===== src/rtl/divider_nr.sv =====
// Sequential unsigned non-restoring divider: one quotient bit per clock,
// BITS CALC steps plus one FIX step, result presented with a one-cycle done pulse.
module divider_nr #(
   parameter int BITS = 16
) (
   input  logic            clk,
   input  logic            reset,
   input  logic            start,
   input  logic [BITS-1:0] dividend,
   input  logic [BITS-1:0] divisor,
   output logic            done,
   output logic [BITS-1:0] quotient,
   output logic [BITS-1:0] remainder
);

   localparam int CW = $clog2(BITS);

   typedef enum logic [1:0] {IDLE, CALC, FIX} state_t;

   state_t          state;
   logic [BITS:0]   a;        // signed partial remainder, bit BITS is the sign
   logic [BITS-1:0] q;
   logic [BITS-1:0] d;
   logic [CW-1:0]   cnt;

   logic [BITS:0]   d_ext;
   logic [BITS:0]   a_shift;
   logic [BITS:0]   a_step;
   logic [BITS-1:0] rem_fix;

   // Intermediate shifted values may wrap past the sign bit; arithmetic is
   // modulo 2^(BITS+1) and the post-step value always lands back in [-D, D).
   always_comb begin
      d_ext   = {1'b0, d};
      a_shift = {a[BITS-1:0], q[BITS-1]};
      a_step  = a[BITS] ? (a_shift + d_ext) : (a_shift - d_ext);
      rem_fix = a[BITS] ? (a[BITS-1:0] + d) : a[BITS-1:0];
   end

   always_ff @(posedge clk) begin
      if (reset) begin
         state     <= IDLE;
         a         <= '0;
         q         <= '0;
         d         <= '0;
         cnt       <= '0;
         done      <= 1'b0;
         quotient  <= '0;
         remainder <= '0;
      end else begin
         done <= 1'b0;
         case (state)
            IDLE: begin
               if (start) begin
                  a     <= '0;
                  q     <= dividend;
                  d     <= divisor;
                  cnt   <= '0;
                  state <= CALC;
               end
            end
            CALC: begin
               a   <= a_step;
               q   <= {q[BITS-2:0], ~a_step[BITS]};
               cnt <= cnt + CW'(1);
               if (cnt == CW'(BITS-1)) state <= FIX;
            end
            FIX: begin
               quotient  <= q;
               remainder <= rem_fix;
               done      <= 1'b1;
               state     <= IDLE;
            end
            default: state <= IDLE;
         endcase
      end
   end

endmodule


===== config.mk =====
export PLATFORM = sky130hd
export DESIGN_NAME = divider_nr
export DESIGN_NICKNAME = d
export VERILOG_FILES = /design/src/rtl/divider_nr.sv
export SDC_FILE = /design/constraint.sdc
export NUM_CORES = 1
export LEC_CHECK = 0
export ABC_AREA = 1
export CAP_MARGIN = 20
export CORE_MARGIN = 2
export CORE_UTILIZATION = 52
export CTS_BUF_LIST = sky130_fd_sc_hd__clkbuf_8
export CTS_CLUSTER_DIAMETER = 100
export CTS_CLUSTER_SIZE = 16
export DETAILED_ROUTE_END_ITERATION = 6
export MAX_ROUTING_LAYER = met4
export PLACE_DENSITY = 0.9
export REMOVE_ABC_BUFFERS = 1
export SETUP_SLACK_MARGIN = 0.4
export SYNTH_ARGS = -nofsm -noshare
export SYNTH_HDL_FRONTEND = slang
export SYNTH_SLANG_ARGS = --single-unit

===== constraint.sdc =====
create_clock -name clk -period 2.6 [get_ports clk]
set_clock_uncertainty 0.2 [all_clocks]
set_input_delay 0.65 -clock clk [delete_from_list [all_inputs] [get_ports clk]]
set_output_delay 0.65 -clock clk [all_outputs]
set_load 0.01 [all_outputs]

======== After elaboration in Yosys (flattened, before gate mapping) ========
Cells that the tools add are included.
storage, ports and cells
  flip-flop bits (word level) ............. 88
  bits of input ports ..................... 35
operators by class
  bitwise logic cells ..................... 1
  equal/unequal tests ..................... 5
  add/sub/neg operators ................... 4
  reduce and logical (&&, ||, !) cells .... 5
  muxes and demuxes ....................... 12
operators by type and width
  kind                                                  count
  two-way mux 17 bit                                    2
  one-hot mux 17 bit (2 select lines)                   1
  two-way mux 16 bit                                    2
  one-hot mux 16 bit (2 select lines)                   1
  adder 17 x 16 -> 17 bit                               1
  subtractor 17 x 16 -> 17 bit                          1
  adder 16 bit                                          1
  one-hot mux 4 bit (2 select lines)                    1
  AND reduction 2 bit                                   3
  adder 4 x 1 -> 4 bit (second input constant)          1
  equality test 4 bit (second input constant)           1
  two-way mux 2 bit                                     2
  two-way mux 4 bit                                     1
  inequality test 2 bit (second input constant)         2
  one-hot mux 2 bit (2 select lines)                    1
  equality test 2 x 1 -> 1 bit (second input constant)  1
  equality test 2 bit (second input constant)           1
  zero test 2 bit                                       1
  nonzero test 2 bit                                    1
  two-way mux 1 bit                                     1
  inverter 1 bit                                        1

======== Logic depth before layout (Yosys ltp) ========
  depth in word-level cells ............... 4
  depth in mapped cells ................... 21
  gate-level depth less buffers ........... 21

======== Least setup slack after synthesis ========
Ideal clock, no wire load.
  path kind ............................... reg-to-reg
  from .................................... register d[0]
  to ...................................... register q[0]
  buffers on the path ..................... 0
  library setup time ...................... 0.131 ns
  slack ................................... 0.171 ns
  required time ........................... 2.269 ns
  stages on the path, launching flop included .. 21
  period minus slack after synthesis ...... 2.429 ns
  arrival ................................. 2.099 ns
  path through ............................ dfxtp_1 > inv_1 > ha_1 > nand2_1 > nor2_2 > a21oi_1 > nor2_1 > xnor2_1 > ha_1 > nand2_1 > inv_1 > nand2_1 > nand2_1 > inv_1 > nand2_1 > inv_1 > nand2_1 > nand2_1 > nand3_2 > nand2_2 > a21oi_2
between the ends
  word-level cells in the longest chain between the ends .. 4
  elaborated cells on any way between the ends .. 5
  those cells by class .................... add/sub (2); mux (2); bitwise (1)
RTL lines
  element                                                                         RTL line  RTL
  from (decl)                                                                     23        logic [BITS-1:0] d;
  from (signal assigned)                                                          57        d <= divisor;
  subtractor 17 x 16 -> 17 bit / adder 17 x 16 -> 17 bit (equally long branches)  36        a_step = a[BITS] ? (a_shift + d_ext) : (a_shift - d_ext);
  two-way mux 17 bit (*)                                                          36
  inverter 1 bit (*)                                                              64        q <= {q[BITS-2:0], ~a_step[BITS]};
  one-hot mux 16 bit (2 select lines) (*)                                         52        case (state)
  to (signal assigned)                                                            56        q <= dividend;
  to (signal assigned)                                                            64
  to (decl)                                                                       22        logic [BITS-1:0] q;
Every way passes the cells marked *; elsewhere a longest branch is shown, timed or not.
A chain may end at the register's enable or synchronous reset.

======== Final worst setup path ========
  from .................................... register d[4]
  to ...................................... register a[15]
between the ends
  word-level cells in the longest chain between the ends .. 3
  elaborated cells on any way between the ends .. 4
  those cells by class .................... add/sub (2); mux (2)
RTL lines
  element                                                                         RTL line  RTL
  subtractor 17 x 16 -> 17 bit / adder 17 x 16 -> 17 bit (equally long branches)  36
  two-way mux 17 bit (*)                                                          36
  one-hot mux 17 bit (2 select lines) (*)                                         52
  to (signal assigned)                                                            63        a <= a_step;
  to (decl)                                                                       21        logic [BITS:0] a;
Marked as above.

==> results.txt <==
status -> finished with violations
failing checks -> DRC, setup timing
sequential area share after synthesis -> 0.325
crit share post-route -> 1.22
GPL Wtd Cong -> 0.971
post-route ant nets -> 0
Die Height -> 106 um
IO Count -> 68
vias in the first global route -> 5521
Area Overhead vs Synth -> 38.2%
PwrDens -> 671 mW/mm2
Worst setup endpoint -> a[15]
max-cap viol count -> 0
CTS tree -> yes
CP peak stage delay -> 400 ps
DR WL met2 -> 9090 um
peak supply drop -> 0.498 mV
largest fanout on the critical path -> 5
cells after synthesis -> 808
row cnt -> 37
Place WS -> -60.1 ps
Placed Cells -> 1000
Critical Path Start Type -> flop
initial DRC count -> 716
Design Power -> 5.02 mW
CTS Root Cell -> clkbuf_8
pin count of the biggest net entering global routing -> 49
grt ovf -> 0
Hold/Removal Path Class -> flop to flop
CTS Buf Count -> 9
CP required -> 2720 ps
worst path buffer plus inverter count -> 0
final setup fails -> 10
most frequent cells in the layout -> nand2_1 (148), nor2_1 (99), dfxtp_1 (76)
placed inst area -> 0.00628 mm2
slowest CP cell -> dfxtp_4
DP Wirelength -> 10100 um
Port Buffer Count -> 67
Critical Path AT -> 3280 ps
Slew @ Worst Pin -> 649 ps
CP Capture Type -> flop
Worst Reg-to-Reg Cells -> 14
Slew Limit Fails -> 0
Nets -> 980
cell family with most CP delay -> simple AND/OR/NAND/NOR gates
Yosys warning total -> 0
Worst path depth -> 14
minimum clock period -> 3160 ps
total track usage -> 0.283
clock slew seen by the registers of the worst setup and hold paths -> 120 ps
first-pass GRT wire length -> 25000 um
Placeable Area -> 0.0102 mm2
routed wire length on met3 -> 1880 um
Crit. Startpoint -> d[4]
RSZ-0062 raised after global routing -> yes
Met1 Wirelength -> 7440 um
DRT Pass-1 Iters -> 7
final non-filler cell area -> 0.00749 mm2
leakage -> 3.26 nW
Register Area -> 0.00178 mm2
Synth cell types -> 39
Worst Slack Setup Final -> -560 ps
reg2reg start -> d[4]
reg-to-reg critical path endpoint -> a[15]
non-filler cells, final -> 1052
TNS Setup -> -2610 ps
Die Span X -> 106 um
H-tree depth -> 3
via/cell ratio -> 5.97
DRC violations left -> 1
Min Hold Slack -> 270 ps
CP cell instances -> nor2_4, nand2_1, nor2_4, a21oi_2, nor2_2, xnor2_1, ha_2, a21oi_2, o21ai_0, a21oi_1, nand2_1, nand2_1, nand3_1, a21oi_2
DR top layer -> met4
Finished Core Util -> 0.732
final hold violations -> 0
commonest non-fill, non-tap cell in the layout -> nand2_1
Mapped Area -> 0.00542 mm2
# fillers -> 689
worst rel slew slack -> 0.566
Vias -> 6276
Routed WL per cell -> 18.7 um
DRT Wirelength -> 19700 um
Mean Syn Cell Area -> 6.71 um2
Initial Utilization -> 0.530
CTS Buffer Depth -> 2
Max Fclk -> 316 MHz
footprint of the multi-input gates -> 0.00384 mm2
initial antenna violation count -> 1
synthesis-stage register bit count -> 88
Clock Sinks -> 88
Die Area -> 0.0113 mm2
setup slack, reg-to-reg -> -560 ps
Worst Setup Path Type -> flop to flop
share of layout cells above drive strength 1 -> 0.272
clock latency on the worst-skew pair -> 400 ps
==> cell families after synthesis <==
kind of cell / Yosys count / synth area share
DFF: 88 / 0.325
xor gates and xnor gates: 20 / 0.0323
adders and majority gates: 35 / 0.0835
AOI/OAI and AO/OA: 177 / 0.180
buffers and inverters: 116 / 0.0882
and+or+nand+nor: 372 / 0.291
==> worst min-delay path by stage <==
stage                   from            end  slack (ps)  cells after the start
2_1_floorplan          q[10]          q[10]         240                      2
3_3_place_gp    remainder[9]   remainder[9]         250                      2
3_5_place_dp    remainder[6]   remainder[6]         260                      2
4_1_cts         remainder[6]   remainder[6]         270                      2
5_1_grt        remainder[15]  remainder[15]         300                      2
6_report       remainder[11]  remainder[11]         270                      2
==> where the power goes <==
| part | switching [mW] | leakage [nW] | total, mW | internal [mW] |
|---|---|---|---|---|
| clock network | 0.580 | 0.102 | 1.04 | 0.455 |
| logic | 1.43 | 2.43 | 2.41 | 0.983 |
| registers | 0.140 | 0.723 | 1.58 | 1.44 |
==> per-layer routing <==
metal  global-route usage  vias to the layer above
met5                    -                        -
met4                0.130                        0
met3               0.0454                      132
met2                0.450                      466
met1                0.356                     2832
li1                     -                     2846
==> layout make-up <==
cell class | count | share of cell area
clock inverter | 7 | 0.0102
inverter | 84 | 0.0428
tap | 136 | 0.0227
clock buffer | 9 | 0.0165
multi-input combinational | 604 | 0.513
timing repair buffer | 123 | 0.157
antenna | 1 | 0.000334
sequential | 88 | 0.238
==> state kept, by name (all words and copies together), names as in the netlist <==
signal     count
a             17
cnt            4
d             16
done           1
q             16
quotient      16
remainder     16
state          2
==> cells in the mapped netlist <==
| cell | count | share of area |
|---|---|---|
| inv_1 | 76 | 0.053 |
| clkbuf_1 | 15 | 0.010 |
| dfxtp_1 | 88 | 0.32 |
| buf_2 | 11 | 0.010 |
| a31oi_1 | 5 | 0.0058 |
| xnor2_1 | 7 | 0.011 |
| and2_1 | 1 | 0.0012 |
| nor2_1 | 110 | 0.076 |
| a22oi_1 | 2 | 0.0028 |
| nand3_1 | 39 | 0.036 |
| buf_4 | 1 | 0.0014 |
| nand2b_1 | 1 | 0.0012 |
| fa_1 | 2 | 0.0074 |
| o21ai_0 | 53 | 0.049 |
| nor2_2 | 4 | 0.0046 |
| nor2_8 | 1 | 0.0037 |
| o21ai_1 | 4 | 0.0037 |
| ha_1 | 33 | 0.076 |
| inv_2 | 7 | 0.0048 |
| nand2_1 | 190 | 0.13 |
| nand3_2 | 2 | 0.0037 |
| nor3_1 | 1 | 0.00092 |
| nand4_1 | 4 | 0.0046 |
| nor3_2 | 4 | 0.0074 |
| a21o_1 | 2 | 0.0028 |
| nor4_1 | 1 | 0.0012 |
| nor2_4 | 2 | 0.0042 |
| xor2_1 | 13 | 0.021 |
| nand2_2 | 5 | 0.0058 |
| inv_4 | 1 | 0.0012 |
| o221a_2 | 2 | 0.0042 |
| buf_6 | 3 | 0.0062 |
| a21oi_1 | 93 | 0.086 |
| or2_2 | 2 | 0.0023 |
| a21oi_2 | 5 | 0.0081 |
| a221oi_1 | 4 | 0.0065 |
| nand3b_1 | 5 | 0.0069 |
| buf_1 | 2 | 0.0014 |
| o221ai_1 | 7 | 0.011 |
==> worst register-to-register path: cells and delay by family (launching register included) <==
kind	cells	cell delay, ps
simple gates	7	1010
compound gates	5	950
flops	1	400
fa+ha+maj	1	360
xor+xnor	1	160
==> what timing repair did <==
action | 4_1_cts | 5_1_grt
pin swaps | 37 | 55
endpoints found under the setup margin | 15 | 26
hold buffers | 0 | 0
resized for setup | 60 | 142
setup buffers | 16 | 19
Power figures use the tool's default switching activity.
